===== src/rtl/shift_unit_seq.sv =====
// shift_unit_seq: iterative SLL/SRL/SRA unit for the execute stage.
//
// Shifts one bit position per cycle (or four per cycle when the macro
// SHIFT_UNIT_RADIX4_EN is defined and at least four positions remain),
// trading latency for the area of a combinational barrel shifter.
//
// Ports:
//   clk     in   clock, rising edge
//   rst     in   synchronous active-high reset
//   start   in   request, sampled only while not busy
//   op      in   2'b00 SLL, 2'b01 SRL, 2'b11 SRA, 2'b10 illegal
//   a       in   operand (rs1)
//   shamt   in   shift amount
//   busy    out  shift in progress
//   done    out  one-cycle pulse, result valid
//   result  out  shift register contents, held outside SHIFT
//   illegal out  one-cycle pulse with done when op was 2'b10
module shift_unit_seq #(
    parameter int unsigned DATA_W  = 32,
    parameter int unsigned SHAMT_W = 5
) (
    input  logic               clk,
    input  logic               rst,
    input  logic               start,
    input  logic [1:0]         op,
    input  logic [DATA_W-1:0]  a,
    input  logic [SHAMT_W-1:0] shamt,
    output logic               busy,
    output logic               done,
    output logic [DATA_W-1:0]  result,
    output logic               illegal
);

    localparam logic [1:0] OpSll     = 2'b00;
    localparam logic [1:0] OpIllegal = 2'b10;

    typedef enum logic [1:0] {
        StIdle,
        StShift,
        StDone
    } state_e;

    state_e               state_q, state_d;
    logic [DATA_W-1:0]    sreg_q, sreg_d;
    logic [SHAMT_W-1:0]   cnt_q, cnt_d;
    logic [1:0]           op_q, op_d;
    logic                 sign_q, sign_d;

    // Fill bit for right shifts: sign only for SRA (op[1] set on a legal right shift).
    logic                 fill;
    assign fill = op_q[1] & sign_q;

    always_comb begin
        state_d = state_q;
        sreg_d  = sreg_q;
        cnt_d   = cnt_q;
        op_d    = op_q;
        sign_d  = sign_q;

        unique case (state_q)
            StIdle, StDone: begin
                if (start) begin
                    state_d = StShift;
                    sreg_d  = a;
                    cnt_d   = shamt;
                    op_d    = op;
                    sign_d  = a[DATA_W-1];
                end else begin
                    state_d = StIdle;
                end
            end
            StShift: begin
                if (op_q == OpIllegal || cnt_q == '0) begin
                    state_d = StDone;
`ifdef SHIFT_UNIT_RADIX4_EN
                end else if (cnt_q >= SHAMT_W'(4)) begin
                    cnt_d = cnt_q - SHAMT_W'(4);
                    if (op_q == OpSll) begin
                        sreg_d = {sreg_q[DATA_W-5:0], 4'b0000};
                    end else begin
                        sreg_d = {{4{fill}}, sreg_q[DATA_W-1:4]};
                    end
`endif
                end else begin
                    cnt_d = cnt_q - SHAMT_W'(1);
                    if (op_q == OpSll) begin
                        sreg_d = {sreg_q[DATA_W-2:0], 1'b0};
                    end else begin
                        sreg_d = {fill, sreg_q[DATA_W-1:1]};
                    end
                end
            end
            default: state_d = StIdle;
        endcase
    end

    always_ff @(posedge clk) begin
        if (rst) begin
            state_q <= StIdle;
            sreg_q  <= '0;
            cnt_q   <= '0;
            op_q    <= '0;
            sign_q  <= 1'b0;
        end else begin
            state_q <= state_d;
            sreg_q  <= sreg_d;
            cnt_q   <= cnt_d;
            op_q    <= op_d;
            sign_q  <= sign_d;
        end
    end

    assign busy    = (state_q == StShift);
    assign done    = (state_q == StDone);
    assign illegal = done && (op_q == OpIllegal);
    assign result  = sreg_q;

endmodule

===== config.mk =====
export PLATFORM = sky130hd
export DESIGN_NAME = shift_unit_seq
export DESIGN_NICKNAME = d
export VERILOG_FILES = /design/src/rtl/shift_unit_seq.sv
export SDC_FILE = /design/constraint.sdc
export NUM_CORES = 1
export LEC_CHECK = 0
export ABC_AREA = 0
export ABC_CLOCK_PERIOD_IN_PS = 4170
export CORE_ASPECT_RATIO = 0.7
export CORE_MARGIN = 2
export CORE_UTILIZATION = 25
export CTS_CLUSTER_DIAMETER = 50
export DETAILED_ROUTE_END_ITERATION = 6
export HOLD_SLACK_MARGIN = 0.03
export PLACE_DENSITY = 0.6
export SLEW_MARGIN = 10
export SYNTH_ARGS = -nofsm -noshare
export SYNTH_HDL_FRONTEND = slang
export SYNTH_SLANG_ARGS = --single-unit

===== constraint.sdc =====
create_clock -name clk -period 4.17 [get_ports clk]
set_input_delay 0.6255 -clock clk [delete_from_list [all_inputs] [get_ports clk]]
set_output_delay 0.6255 -clock clk [all_outputs]
set_load 0.05 [all_outputs]

==> results of run 1 <==
[synthesized netlist by cell type]
master    instances
o21ai_0          34
nor2_8            1
dfxtp_1          42
buf_2             3
nand3_1           1
a31oi_4           1
mux2i_1          34
a22o_2           27
buf_6             3
mux2_2            1
clkbuf_1         10
nand2_1          32
nor2_2            1
nor2_1           12
a211oi_1          3
nor3_1            2
inv_2             1
inv_1             2
nor2b_1           3
nand2b_1          2
a22o_1            5
nor3b_1           3
or4b_4            1
buf_8             3
ha_1              1
a31o_4            1
a221oi_1          3
a21oi_1           4
[stage by stage]
step | setup slack, ps | power (mW) | utilization | std cells | instance area [µm²]
global placement | 1277 | 0.9393 | 0.3545 | 415 | 3018
CTS | 1480 | 1.363 | 0.3740 | 423 | 3184
floorplan | 1825 | 0.8039 | - | 236 | 2213
global route | 1287 | 1.433 | 0.3740 | 423 | 3184
finish | 1530 | 1.352 | 0.3740 | 423 | 3184
detailed placement | 1217 | 0.9420 | 0.3545 | 415 | 3018
[worst reg2reg max path, delay by kind of cell, from the launching register on]
kind,cells,cell delay (ps)
and+or+nand+nor,2,1200
DFF,1,360
buffers and inverters,1,340
AOI/OAI and AO/OA,2,240
[sequential cells by signal, indices dropped and copies added (netlist names)]
| register | cells |
|---|---|
| cnt_q | 5 |
| op_q | 2 |
| result | 32 |
| sign_q | 1 |
| state_q | 2 |
[metal layers]
metal	GRT usage	routed length (µm)
met1	0.1793	2950
met5	0	0
met2	0.1674	2281
met3	0.04599	455
met4	0.03214	42
[cell families after synthesis]
family                   after synthesis  share of synthesized area
AND/OR/NAND/NOR                       58                     0.1238
buffers and inverters                 22                    0.06444
AO/OA/AOI/OAI                         78                     0.2674
adder cells (fa/ha/maj)                1                   0.005652
flip-flops                            42                     0.3799
multiplexers                          35                     0.1588
[power by group]
part	total, mW	switching (mW)	internal (mW)	leakage, nW
sequential	0.489	0.0448	0.444	0.345
clock	0.420	0.150	0.271	0.0832
combinational	0.443	0.257	0.186	0.913
[final cells by class]
class                      instances  area (µm²)  area share
multi-input combinational        172        1240      0.3894
sequential                        42       840.8      0.2640
tap                              120       150.1     0.04715
timing repair buffer              78       775.7      0.2436
inverter                           3       11.26    0.003536
clock buffer                       8       166.4     0.05226
[layout by cell type, fill, tap and decap left out, types with 2 or more instances in the layout]
master and n:
clkdlybuf4s50_1 76, dfxtp_1 42, mux2i_1 34, o21ai_0 34, nand2_1 32, a22o_2 27
nor2_1 11, a22o_1 5, clkbuf_16 5, a21oi_1 4, nor2b_1 3, nor3b_1 3
a211oi_1 3, a221oi_1 3, clkbuf_8 3, inv_1 2, nor3_1 2, buf_4 2
[worst min path at each step]
| stage | startpoint | slack [ps] | cells past startpoint | to |
|---|---|---|---|---|
| CTS | cnt_q[3] | 510 | 2 | cnt_q[3] |
| global placement | sign_q | 490 | 2 | sign_q |
| global route | sign_q | 530 | 2 | sign_q |
| detailed placement | sign_q | 490 | 2 | sign_q |
| finish | sign_q | 510 | 2 | sign_q |
| floorplan | sign_q | 460 | 2 | sign_q |
==> impl_metrics.py, run 1 <==
metrics = {
    "placed_design": {
        "gp_congestion": 0.7593,
        "port-buffer-count": 76,
        "hpwl_um": 3954,
    },
    "flow_run": {
        "drv_cap": 0,
    },
    "detailed_routing": {
        "first_pass_iters": 4,
        "totalWireLength_um": 5729,
        "routedWlPerCell_um": 13.54,
        "ant_nets": 0,
        "vias_per_cell": 4.612,
        "first_iter_violations": 109,
        "vias": 1951,
        "drcViolationCount": 0,
    },
    "worst_setup_path": {
        "cp.depth": 6,
        "cp.required_ps": 4390,
        "cp_max_fo": 17,
        "crit_arrival_ps": 2860,
        "slowest_delay_ps": 630,
        "r2r_slack_ps": 1970,
        "cp-start-kind": "primary input",
        "worst-path-buf-inv": 2,
        "worstSetupPathType": "in -> reg",
        "r2r_start": "state_q[0]",
        "endpoint_kind": "register",
        "crit_end": "result[30]",
        "critical_path.cell_chain": "clkdlybuf4s50_1 -> nor2b_1 -> a31oi_4 -> nor2_2 -> buf_4 -> a22o_1",
        "worst_r2r_path_depth": 5,
        "critPathSlowestCell": "nor2b_1",
        "cp-startpoint": "start",
        "path_delay_family": "simple AND/OR/NAND/NOR gates",
        "r2r_end": "result[30]",
    },
    "cts": {
        "clockBufferDepth": 2,
        "post-cts-setup-buffer-count": 0,
        "cts.reportedPaths.clkPinSlew_ps": 60,
        "postCtsResizedCells": 0,
        "cts.sinks": 42,
        "clock_latency_ps": 280,
        "cts_hold_buf": 0,
        "cts_made_buffers": 5,
        "cts_tree": "done",
        "cts-root-buf": "clkbuf_16",
        "cts_max_level": 2,
    },
    "floorplan": {
        "fp-row-count": 28,
        "fp.dieW_um": 116.5,
        "core_um2": 8513,
        "die_h_um": 82.73,
        "initial_core_util": 0.2600,
        "num_io_pins": 77,
        "dieArea_um2": 9634,
    },
    "sta": {
        "worst_pin_slew_ps": 1162,
        "max_freq_ghz": 0.3788,
        "skew_ps": 6.957,
        "period_minus_slack_ps": 2640,
        "fin_tns_setup_ps": 0,
        "slew_viol_final": 0,
        "setup_viol": 0,
        "hold_violations": 0,
        "rsz0062_at_grt": "no",
        "period_share": 0.6330,
        "max-slew-margin-rel": 0.2232,
        "whs_ps": 508.6,
    },
    "synthesis": {
        "synth_fp_nets": 279,
        "yosysSeqAreaShare": 0.3799,
        "yosys.area.top_type_share": 0.3799,
        "synth_seq_cells": 42,
        "syn_inst": 236,
        "synthDistinctLibCells": 28,
        "ys_warn_count": 0,
        "synth_top_area_cell": "dfxtp_1",
        "yosys-top-cells-area": "dfxtp_1, mux2i_1, a22o_2",
        "postSynthAreaPerCell_um2": 9.379,
        "netlist_area_um2": 2213,
    },
    "worst_hold_path": {
        "hold_class": "reg -> reg",
    },
    "pwr": {
        "p_leak_nw": 1.342,
        "powerDensity_nw_per_um2": 424.6,
        "ir_drop_v": 0.0001440,
    },
    "finish": {
        "final_nets": 345,
        "n_fill_cell": 869,
        "drive_above_1_share": 0.1518,
        "syn_to_final_growth_pct": 43.87,
        "diodes": 0,
    },
    "run_status": {
        "status": "complete, no violations",
    },
    "global_routing": {
        "grt_pass1_vias": 1795,
        "grt_pass1_wl_um": 9218,
        "grt_max_degree": 71,
        "antenna_found_initial": 0,
        "grt_usage": 0.1231,
        "grt_overflow": 0,
    },
}
(Power assumes the default switching activity.)
==> run 2, diff against run 1 <==
--- a/config.mk
+++ b/config.mk
@@ -6,14 +6,14 @@
 export NUM_CORES = 1
 export LEC_CHECK = 0
 export ABC_AREA = 0
-export ABC_CLOCK_PERIOD_IN_PS = 4170
+export ABC_CLOCK_PERIOD_IN_PS = 2420
 export CORE_ASPECT_RATIO = 0.7
 export CORE_MARGIN = 2
 export CORE_UTILIZATION = 25
 export CTS_CLUSTER_DIAMETER = 50
 export DETAILED_ROUTE_END_ITERATION = 6
 export HOLD_SLACK_MARGIN = 0.03
-export PLACE_DENSITY = 0.6
+export PLACE_DENSITY = 0.62
 export SLEW_MARGIN = 10
 export SYNTH_ARGS = -nofsm -noshare
 export SYNTH_HDL_FRONTEND = slang
==> constraint.sdc (replaced) <==
create_clock -name clk -period 2.42 [get_ports clk]
set_input_delay 0.363 -clock clk [delete_from_list [all_inputs] [get_ports clk]]
set_output_delay 0.363 -clock clk [all_outputs]
set_load 0.05 [all_outputs]
==> run 2 against run 1 <==
Against the previous run: sequential power rose by 73%; die area is the same; combinational power increased by 75%; first-iteration DRC count down 20%; worst setup slack worse by 1200 ps; via count up 1.5%; worst hold slack lost 0.70 ps.
==> impl_metrics.py, run 2 (synthesis gave the netlist of run 1 again) <==
metrics = {
    "run_status": {
        "status": "complete, no violations",
    },
    "sta": {
        "period_minus_slack_ps": 2134,
        "slew_viol_final": 0,
        "period_share": 0.8819,
        "setup_viol": 0,
        "hold_violations": 0,
        "worst_pin_slew_ps": 725.3,
        "skew_ps": 6.348,
        "fin_tns_setup_ps": 0,
        "rsz0062_at_grt": "no",
        "max-slew-margin-rel": 0.5160,
        "max_freq_ghz": 0.4686,
    },
    "detailed_routing": {
        "routedWlPerCell_um": 13.46,
        "first_pass_iters": 5,
        "vias_per_cell": 4.639,
        "vias": 1981,
        "drcViolationCount": 0,
        "ant_nets": 0,
        "first_iter_violations": 87,
        "totalWireLength_um": 5749,
    },
    "cts": {
        "cts_made_buffers": 5,
        "cts_tree": "done",
        "cts.reportedPaths.clkPinSlew_ps": 60,
        "cts_hold_buf": 0,
        "clock_latency_ps": 280,
        "cts_max_level": 2,
        "cts-root-buf": "clkbuf_16",
        "cts.sinks": 42,
        "clockBufferDepth": 2,
    },
    "floorplan": {
        "core_um2": 8513,
        "die_h_um": 82.73,
        "dieArea_um2": 9634,
        "fp-row-count": 28,
        "initial_core_util": 0.2600,
        "num_io_pins": 77,
        "fp.dieW_um": 116.5,
    },
    "finish": {
        "drive_above_1_share": 0.1629,
        "stdcell_count": 427,
        "syn_to_final_growth_pct": 44.94,
        "most-common-layout-cells": "clkdlybuf4s50_1, dfxtp_1, mux2i_1, o21ai_0, nand2_1",
        "final_common_cell": "clkdlybuf4s50_1",
        "final_nets": 349,
        "largest_register_ffs": 32,
        "diodes": 0,
        "n_fill_cell": 883,
    },
    "pwr": {
        "ir_drop_v": 0.0002635,
        "p_leak_nw": 1.375,
        "powerDensity_nw_per_um2": 708.4,
    },
    "worst_setup_path": {
        "cp.required_ps": 2640,
        "slowest_delay_ps": 520,
        "critical_path.cell_chain": "inv_1 -> ha_1 -> or4b_4 -> a31o_4 -> nor2_8 -> a22o_2",
        "crit_arrival_ps": 2350,
        "worstSetupPathType": "reg -> reg",
        "r2r_start": "cnt_q[0]",
        "cp-start-kind": "register",
        "cp_max_fo": 31,
        "endpoint_kind": "register",
        "critPathSlowestCell": "or4b_4",
        "cp-startpoint": "cnt_q[0]",
    },
    "flow_run": {
        "drv_cap": 0,
    },
    "global_routing": {
        "grt_max_degree": 71,
        "grt_overflow": 0,
        "grt_usage": 0.1211,
        "grt_pass1_wl_um": 9273,
        "met2_usage": 0.1692,
        "grt_pass1_vias": 1875,
        "antenna_found_initial": 0,
        "grt_util_met3": 0.03796,
        "grt-busiest-layer": "met1",
        "met1_usage": 0.1807,
    },
    "placed_design": {
        "dpl.cell_count": 419,
        "hpwl_um": 4088,
        "port-buffer-count": 76,
        "gp_congestion": 0.7477,
    },
    "worst_hold_path": {
        "hp-start": "sign_q",
        "hold_class": "reg -> reg",
    },
}
-- run 2: changes by cell type in the layout (fill, tap and decap cells not counted) --
cell	change
buf_4	+4
dlymetal6s2s_1	+1
buf_12	+1
clkbuf_1	+1
clkdlybuf4s50_1	-2
clkbuf_8	-2
clkinv_2	+1
-- run 2: where the power goes --
group / switching (mW) / internal [mW]
registers: 0.0785 / 0.765
logic: 0.446 / 0.329
clock network: 0.246 / 0.409
-- run 2: what timing repair did --
action	CTS	global route
resized for setup	0	1
buffers inserted	0	0
endpoints found under the setup margin	0	1
-- run 2: per-stage QoR --
stage / worst slack, ps / utilization / hold WS, ps / total power, mW / area, µm²
2_1_floorplan: 337.5 / - / 460.4 / 1.385 / 2213
3_3_place_gp: 261.1 / 0.3592 / 486.3 / 1.627 / 3058
3_5_place_dp: 243.5 / 0.3592 / 493.7 / 1.634 / 3058
4_1_cts: 48.89 / 0.3765 / 513.5 / 2.297 / 3206
5_1_grt: 172.6 / 0.3768 / 535.8 / 2.404 / 3208
6_report: 285.8 / 0.3768 / 507.8 / 2.273 / 3208
-- run 2: cell type report --
| cell class | count | area, µm² | share of cell area |
|---|---|---|---|
| clock inverters | 1 | 5.005 | 0.001560 |
| inverters | 3 | 11.26 | 0.003510 |
| multi-input cells | 172 | 1240 | 0.3865 |
| clock buffers | 7 | 142.6 | 0.04446 |
| flip-flops and latches | 42 | 840.8 | 0.2621 |
| repair buffers | 82 | 818.3 | 0.2551 |
| well taps | 120 | 150.1 | 0.04680 |
-- run 2: metal layers --
layer  vias to the layer above  wire (µm)
li1                        998          -
met1                       924       3090
met4                         0         20
met3                         5        374
met2                        54       2264
met5                         -          0
-- run 2: worst paths after layout --
check / slack [ps] / end / cells after the start
min reg2reg: 510 / sign_q / 2
max: 290 / result[17] / 6
max reg2reg: 290 / result[17] / 6
min: 510 / sign_q / 2
-- run 2: critical path, delay by kind of cell (launching register included) --
family,cells,cell delay (ps)
compound gates,2,540
buf+inv,1,90
simple gates,2,900
fa+ha+maj,1,200
flops,1,310
==> run 3, diff against run 2 <==
--- a/config.mk
+++ b/config.mk
@@ -12,8 +12,10 @@
 export CORE_UTILIZATION = 25
 export CTS_CLUSTER_DIAMETER = 50
 export DETAILED_ROUTE_END_ITERATION = 6
+export GPL_ROUTABILITY_DRIVEN = 0
 export HOLD_SLACK_MARGIN = 0.03
 export PLACE_DENSITY = 0.62
+export SETUP_SLACK_MARGIN = 0.02
 export SLEW_MARGIN = 10
 export SYNTH_ARGS = -nofsm -noshare
 export SYNTH_HDL_FRONTEND = slang
==> results of run 3 <==
Final layout, timing and power as in run 2 (identical DEF).
